<file path="src/rtl/traffic_pkg.sv">
// rtl/traffic_pkg.sv - shared types and constants for the crossing-game road lanes
package traffic_pkg;

    localparam int RAND_W = 10;

    localparam logic [RAND_W-1:0] SPAWN_THRESH_DEFAULT = 10'd256;

    typedef enum logic [1:0] {
        IDLE  = 2'd0,
        ARMED = 2'd1,
        GAP   = 2'd2
    } lane_state_t;

endpackage

</file>
<file path="src/rtl/traffic_lane_if.sv">
// rtl/traffic_lane_if.sv - lane control/occupancy bundle (clear exists only with TRAFFIC_LANE_CLEAR_EN)
interface traffic_lane_if #(
    parameter int WIDTH = 16
);
    import traffic_pkg::*;

    logic              enable;
    logic              tick;
    logic [RAND_W-1:0] rand_in;
    logic [WIDTH-1:0]  lane;
    logic              spawned;

`ifdef TRAFFIC_LANE_CLEAR_EN
    logic              clear;

    modport master (
        output enable,
        output tick,
        output rand_in,
        output clear,
        input  lane,
        input  spawned
    );

    modport slave (
        input  enable,
        input  tick,
        input  rand_in,
        input  clear,
        output lane,
        output spawned
    );
`else
    modport master (
        output enable,
        output tick,
        output rand_in,
        input  lane,
        input  spawned
    );

    modport slave (
        input  enable,
        input  tick,
        input  rand_in,
        output lane,
        output spawned
    );
`endif

endinterface

</file>
<file path="src/rtl/step_divider.sv">
// rtl/step_divider.sv - divides game ticks by PERIOD into a one-cycle step strobe
module step_divider #(
    parameter int PERIOD = 4
) (
    input  logic clk,
    input  logic reset,
    input  logic enable,
    input  logic tick,
    output logic step
);

    logic [7:0] tick_cnt;

    // The step is combinational so the owner acts on the same edge the last tick lands on.
    assign step = enable && tick && (tick_cnt == 8'(PERIOD - 1));

    // Count enabled ticks, wrapping on the step; the count holds while disabled.
    always_ff @(posedge clk) begin
        if (!reset) begin
            tick_cnt <= '0;
        end else if (enable && tick) begin
            tick_cnt <= step ? '0 : tick_cnt + 8'd1;
        end
    end

endmodule

</file>
<file path="src/rtl/traffic_lane.sv">
// rtl/traffic_lane.sv - one road lane: occupancy shift register with gated random car spawning; optional clear input via TRAFFIC_LANE_CLEAR_EN
module traffic_lane
    import traffic_pkg::*;
#(
    parameter int                WIDTH        = 16,
    parameter int                PERIOD       = 4,
    parameter int                MIN_GAP      = 3,
    parameter logic [RAND_W-1:0] SPAWN_THRESH = SPAWN_THRESH_DEFAULT,
    parameter bit                DIR          = 1'b0
) (
    input logic           clk,
    input logic           reset,
    traffic_lane_if.slave bus
);

    lane_state_t      state, state_n;
    logic [3:0]       gap_cnt, gap_n;
    logic [WIDTH-1:0] lane_q, lane_n;
    logic             spawned_q, spawned_n;
    logic             spawn_bit;
    logic             running;
    logic             div_reset;
    logic             step;

    // Ticks only count once the lane has left IDLE, so the arming cycle swallows its tick.
    assign running = bus.enable && (state != IDLE);

`ifdef TRAFFIC_LANE_CLEAR_EN
    // A level restart zeroes the tick phase exactly like a reset does.
    assign div_reset = reset && !bus.clear;
`else
    assign div_reset = reset;
`endif

    step_divider #(
        .PERIOD (PERIOD)
    ) u_step_divider (
        .clk    (clk),
        .reset  (div_reset),
        .enable (running),
        .tick   (tick_gate(bus.tick)),
        .step   (step)
    );

    // Pass-through kept as a function so the tick feeding the divider is named in one place.
    function automatic logic tick_gate(input logic t);
        return t;
    endfunction

    // Next-state: arming, spawn decision, gap countdown and the lane shift on each step.
    always_comb begin
        state_n   = state;
        gap_n     = gap_cnt;
        lane_n    = lane_q;
        spawned_n = 1'b0;
        spawn_bit = 1'b0;

        if (!bus.enable) begin
            state_n = IDLE;
        end else begin
            case (state)
                IDLE: begin
                    state_n = ARMED;
                    gap_n   = '0;
                end
                ARMED: begin
                    if (step) begin
                        spawn_bit = (bus.rand_in < SPAWN_THRESH);
                        if (spawn_bit) begin
                            state_n = GAP;
                            gap_n   = 4'(MIN_GAP);
                        end
                    end
                end
                GAP: begin
                    if (step) begin
                        if (gap_cnt <= 4'd1) begin
                            gap_n   = '0;
                            state_n = ARMED;
                        end else begin
                            gap_n = gap_cnt - 4'd1;
                        end
                    end
                end
                default: begin
                    state_n = IDLE;
                end
            endcase

            if (step) begin
                if (DIR) begin
                    lane_n = {spawn_bit, lane_q[WIDTH-1:1]};
                end else begin
                    lane_n = {lane_q[WIDTH-2:0], spawn_bit};
                end
                spawned_n = spawn_bit;
            end
        end

`ifdef TRAFFIC_LANE_CLEAR_EN
        // Clear empties the lane and opens with a full gap so no car appears at the kerb instantly.
        if (bus.clear) begin
            lane_n    = '0;
            spawned_n = 1'b0;
            if (bus.enable) begin
                state_n = GAP;
                gap_n   = 4'(MIN_GAP);
            end
        end
`endif
    end

    // State register; reset wins over every other input.
    always_ff @(posedge clk) begin
        if (!reset) begin
            state     <= IDLE;
            gap_cnt   <= '0;
            lane_q    <= '0;
            spawned_q <= 1'b0;
        end else begin
            state     <= state_n;
            gap_cnt   <= gap_n;
            lane_q    <= lane_n;
            spawned_q <= spawned_n;
        end
    end

    assign bus.lane    = lane_q;
    assign bus.spawned = spawned_q;

endmodule

</file>
<file path="src/flat_wrapper.sv">
// flat-port wrapper written by rule: the top's interface ports become plain ports
module traffic_lane_flat import traffic_pkg::*;
#(
    parameter int                WIDTH        = 16,
    parameter int                PERIOD       = 4,
    parameter int                MIN_GAP      = 3,
    parameter logic [RAND_W-1:0] SPAWN_THRESH = SPAWN_THRESH_DEFAULT,
    parameter bit                DIR          = 1'b0
)
  (clk, reset, bus_enable, bus_tick, bus_rand_in, bus_lane, bus_spawned);
  traffic_lane_if #(.WIDTH(WIDTH)) bus_i ();
  input logic clk;
  input logic reset;
  input wire logic [$bits(bus_i.enable)-1:0] bus_enable;
  input wire logic [$bits(bus_i.tick)-1:0] bus_tick;
  input wire logic [$bits(bus_i.rand_in)-1:0] bus_rand_in;
  output wire logic [$bits(bus_i.lane)-1:0] bus_lane;
  output wire logic [$bits(bus_i.spawned)-1:0] bus_spawned;
  assign bus_i.enable = bus_enable;
  assign bus_i.tick = bus_tick;
  assign bus_i.rand_in = bus_rand_in;
  assign bus_lane = bus_i.lane;
  assign bus_spawned = bus_i.spawned;
  traffic_lane #(.WIDTH(WIDTH), .PERIOD(PERIOD), .MIN_GAP(MIN_GAP), .SPAWN_THRESH(SPAWN_THRESH), .DIR(DIR)) u_core (.clk(clk), .reset(reset), .bus(bus_i));
endmodule
</file>
<file path="config.mk">
export PLATFORM = sky130hd
export DESIGN_NAME = traffic_lane_flat
export DESIGN_NICKNAME = d
export VERILOG_FILES = /design/src/rtl/traffic_pkg.sv /design/src/rtl/traffic_lane_if.sv /design/src/rtl/step_divider.sv /design/src/rtl/traffic_lane.sv /design/src/flat_wrapper.sv
export SDC_FILE = /design/constraint.sdc
export NUM_CORES = 1
export LEC_CHECK = 0
export BUFFER_PORTS_ARGS = -buffer_cell sky130_fd_sc_hd__buf_2
export CORE_ASPECT_RATIO = 0.75
export CORE_MARGIN = 3
export CORE_UTILIZATION = 48
export DETAILED_ROUTE_END_ITERATION = 7
export HOLD_SLACK_MARGIN = 0.05
export PLACE_DENSITY = 0.74
export SLEW_MARGIN = 40
export SYNTH_ARGS = -nofsm -noshare
export SYNTH_HDL_FRONTEND = slang
export SYNTH_SLANG_ARGS = --single-unit
</file>
<file path="constraint.sdc">
create_clock -name clk -period 1.8 [get_ports clk]
set_input_delay 0 -clock clk [delete_from_list [all_inputs] [get_ports clk]]
set_output_delay 0 -clock clk [all_outputs]
set_load 0.1 [all_outputs]
</file>
; Word level (Yosys, flattened, before mapping)
; Cells that the tools add are included.
[word_totals]
register_bits = 31
latch_bits = 0
ram_bits = 0
mem_bits_ro = 0
out_inout_bits = 17
memories = 0
[classes]
n_addsub = 2
n_mul = 0
n_div = 0
n_lt_le_gt_ge = 2
eq_ne = 7
n_shift = 0
n_mux = 12
bitwise = 0
n_reduce_logical = 11
[ops]
columns = operator, count
row1 = $mux 4, 4
row2 = $pmux 4 s3, 1
row3 = $lt 10x9->1 const B, 1
row4 = $add 8x1->8 const B, 1
row5 = $eq 8x2->1 const B, 1
row6 = $mux 2, 4
row7 = $mux 8, 1
row8 = $pmux 2 s3, 1
row9 = $reduce_and 5->1, 1
row10 = $le 4x1->1 const B, 1
row11 = $ne 2x1->1 const B, 2
row12 = $ne 2x2->1 const B, 2
row13 = $reduce_and 2->1, 2
row14 = $reduce_and 4->1, 1
row15 = $sub 4x1->4 const B, 1
row16 = $logic_and 1x1->1, 3
row17 = $reduce_and 3->1, 1
row18 = $reduce_bool 3->1, 1
row19 = $eq 2x1->1 const B, 1
row20 = $eq 2x2->1 const B, 1
row21 = $logic_not 2->1, 1
row22 = $reduce_bool 2->1, 1
row23 = $mux 1, 1

; Longest topological paths before layout
[depth]
word_depth = 6
depth_mapped = 8
ltp_nobuf = 6

; Hierarchy
; Synthesis repeated with hierarchy kept, for this count alone.
[hier_totals]
cells_unflattened = 174
hier_area_um2 = 1425.1
[by_module_without_submodules]
columns = mod, instances, cells_each, area_each_um2, seq_area_each_um2
row1 = traffic_lane, 1, 127, 1022.2, 460.4
row2 = step_divider, 1, 47, 402.9, 160.2

; Worst setup path after synthesis
; Ideal clock, no wire load.
[synth_path]
kind = reg2reg
startpoint = reg u_core.state[0]
endpoint = reg u_core.gap_cnt[3]
setup_ps = 130
arrival_ps = 1572
setup_slack_ps = 97
path_stages_with_launch = 8
n_path_buf = 1
period_less_slack_ps = 1703
path_cell_list = dfxtp_1 -> inv_1 -> ha_1 -> and4b_1 -> nand3_1 -> clkbuf_1 -> a221oi_1 -> o32ai_1
[synth_between]
elab_chain_len = 6
elab_cells_between_ends = 13
cone_classes = eq/ne (5) / mux (1) / reduce/logical (7)
[synth_rtl]
columns = element, line
row1 = from (decl), traffic_lane.sv:16  ; lane_state_t state, state_n;
row2 = from (signal assigned), traffic_lane.sv:121  ; state <= state_n;
row3 = $reduce_bool 2->1, traffic_lane.sv:26  ; assign running = bus.enable && (state != IDLE);
row4 = $logic_and 1x1->1, traffic_lane.sv:26
row5 = $logic_and 1x1->1 (2 in a row), step_divider.sv:15  ; assign step = enable && tick && (tick_cnt == 8'(PERIOD - 1));
row6 = $ne 2x2->1 (no line), n/a
row7 = $reduce_and 5->1 (no line), n/a
row8 = to (signal assigned), traffic_lane.sv:122  ; gap_cnt <= gap_n;
row9 = to (decl), traffic_lane.sv:17  ; logic [3:0] gap_cnt, gap_n;
; Parallel ways exist; a longest one is shown, timed or not.
; A chain may end at the register's enable or synchronous reset.

; Final worst setup path
; Same ends and word-level chain as after synthesis.

==> results.md <==
- Status: complete, no violations
- Crit path DAT: 1880 ps
- Final ANT Viol Nets: 0
- Synth warn: 0
- Initial core utilization: 51.2%
- DRT iter0 DRCs: about 140
- GR Layer Usage met3: 5.42%
- Cell Rows: 17
- Die Height: 55.0 um
- Final hold vios: 0
- Final setup vio count: 0
- Hold Crit Class: input pin to register
- Hold Buf Count CTS: 0
- Clk_skew: about 8.0 ps
- Placer Congestion: 0.954
- Achievable frequency: 583 MHz
- Number of max-cap violations: 0
- CTS Sinks: 31
- Largest net degree at the start of global routing: 22
- Startpoint Class: register
- Die area: 0.00392 sq mm
- Clk root buf: clkbuf_8
- Total grt overflow: 0
- Final period utilization: 95.3%
- Synth top area share: 40.4%
- Clk Latency, worst-skew pair: a little under 300 ps
- M2 GR Usage: 31.3%
- Final WL: between 3000 and 4000 um
- Average wire per cell in the routed design: 14.1 um
- Port buffer count: 22
- Critical Path RT: 1960 ps
- Storage cell area: 622 sq um
- First-pass GRT wire length: between 5000 and 6000 um
- DR pass1 iterations: 4
- Worst r2r path cells: 6
- Final HPWL DP: 2510 um
- Netlist cell types: 37
- Clk pin slew, worst setup/hold paths: roughly 70 ps
- Slew @ Worst Pin: 493 ps
- Core Area: 0.00300 sq mm
- Gr busiest metal: met2
- Hold_ws: 71.5 ps
- WHS Path Cells: 3
- Met1 GRT Util: 21.6%
- Synth top area cells: dfxtp_1 (40%), nand2_1 (11%), a21oi_2 (6.3%), ha_1 (5.7%), nor2_1 (3.7%)
- Syn Std Cell Area: around 0.0015 sq mm
- Crit path max-delay cell type: nor4b_2
- Syn nets: 208
- Total CTS buffers: 5
- Layout fillers: 249
- IO Pins: 31
- Share of post-route cells with drive strength above 1: 28.4%
- Post-Synthesis Cells: 187
- CP endpoint kind: register
- Pwr Density: 711 mW/mm^2
- Max-slew violation count: 0
- Pleak: roughly 0.69 nW
- Via count: 1438
- Area leader, netlist: dfxtp_1
- Vias in the first global route: 1320
- Synth Area per Inst: 8.22 sq um
- CTS tree: done
- Multi-input logic area: 907 sq um
- Initial antenna violation count: 0
- Area grow syn2layout: 20.9%
- GRT Total Usage: 18.4%
- Maximum VDD drop: between 400 and 500 uV
- EDFF count, synth: 0
- Min Tclk post-route: 1720 ps
- CTS H-tree depth: 2
- Rel. slew slack: 67.3%
- Die W: a little over 70 um
- CP cell instances: buf_4, ha_1, nor4b_2, nor2_1, a221oi_1, o32ai_1
- Avg Vias per Cell: 5.62
- Crit-path max FO: 4
- CTS max path bufs: 2
- WS Path Type: register to register
- Net count, final: about 240
- # diodes: 0
- Unrepaired setup endpoints after global routing: false
- Synth Register Bits: 31
- # DRC: 0
- Setup TNS: 0 ps
- Seq/Total Area, Yosys: 40.4%
- Main flop type after synthesis: dfxtp_1
- Max incr delay on CP: 400 ps
- Post-synth ARST share: 0%
cell usage in the layout (no fill, tap or decap), types with 2 or more instances in the layout:
| cell type | instances |
|---|---|
| a211oi_1 | 2 |
| a21oi_1 | 11 |
| a21oi_2 | 11 |
| a221oi_1 | 2 |
| buf_2 | 22 |
| buf_4 | 7 |
| clkbuf_8 | 5 |
| dfxtp_1 | 30 |
| ha_1 | 6 |
| inv_1 | 6 |
| nand2_1 | 46 |
| nand2b_1 | 3 |
| nand3_1 | 6 |
| nand4b_1 | 2 |
| nor2_1 | 15 |
| nor3_1 | 2 |
| nor3_2 | 3 |
| nor4_2 | 2 |
| o21ai_0 | 3 |
| o221ai_1 | 2 |
| or2_1 | 2 |
| or3_1 | 3 |
| xnor2_1 | 5 |
path summary, 6_finish.rpt:
path                             from                  end  slack [ps]
setup / recovery      u_core.state[0]    u_core.gap_cnt[3]          80
hold / removal                  reset      u_core.state[0]          70
hold reg to reg   u_core.bus.lane[15]  u_core.bus.lane[15]         460
setup reg to reg      u_core.state[0]    u_core.gap_cnt[3]          80
timing repair:
action	CTS	global route
pin swaps	0	4
setup endpoints to repair	1	24
setup buffers	0	1
gates resized for setup	2	10
per-layer routing:
| metal | up-vias | part of all wire, % | routed length [um] |
|---|---|---|---|
| li1 | 704 | - | - |
| met1 | 686 | 45 | 1620 |
| met2 | 38 | 48 | 1740 |
| met3 | 10 | 4.7 | 169 |
| met4 | 0 | 1.9 | 70 |
| met5 | - | 0 | 0 |
cells in the mapped netlist, drive strengths merged (2+ instances only):
cell,instances
nand2,46
dfxtp,31
a21oi,22
nor2,15
ha,7
nand3,7
inv,6
clkbuf,5
nor3,5
xnor2,5
nand2b,3
o21ai,3
or2,3
or3,3
a211oi,2
a221oi,2
buf,2
nand4b,2
nor4,2
o221ai,2
o32ai,2
stage by stage:
stage               worst slack, ps  utilization, %  cell area (sq um)  cells  power (mW)
finish                         84.3            62.0               1860    256        1.32
global route                   14.0            62.0               1860    256        1.37
CTS                            4.84            59.9               1800    255        1.32
detailed placement             11.9            56.7               1700    247       0.790
global placement                103            56.7               1700    247       0.787
floorplan                      97.4               -               1540    187       0.759
registers in the layout, summed over array words and instances, names as in the netlist:
name                            flops
u_core.bus.lane                    16
u_core.u_step_divider.tick_cnt      8
u_core.gap_cnt                      4
u_core.state                        2
u_core.bus.spawned                  1
worst max-delay path, delay by kind of cell, from the launching register on:
family | cells | cell delay [ps]
buffers and inverters | 1 | 140
flip-flops | 1 | 320
AO/OA/AOI/OAI | 2 | 380
adder cells (fa/ha/maj) | 1 | 260
AND/OR/NAND/NOR | 2 | 490
logic make-up (layout without fill, tap and decap cells):
kind of cell	Yosys count	count (layout)	share of synthesized area [%]
and+or+nand+nor	92	92	28.1
muxes	1	1	0.651
xor gates and xnor gates	5	5	2.85
AOI/OAI and AO/OA	38	38	17.9
DFF	31	31	40.4
adders and majority gates	7	7	5.70
buffers and inverters	13	44	4.40
layout make-up:
cell class	instances	area share, %
repair buffers	30	9.36
multi-input cells	143	48.8
clock buffers	6	3.91
flip-flops and latches	31	33.5
clock inverters	2	0.673
inverters	6	1.21
well taps	38	2.56
power by group:
part / total (mW) / internal [mW] / switching, mW
logic: 0.0941 / 0.0382 / 0.0559
clock network: 0.536 / 0.270 / 0.266
registers: 0.691 / 0.689 / 0.00212
total: 1.32 / 0.997 / 0.324
Power figures use the tool's default switching activity.
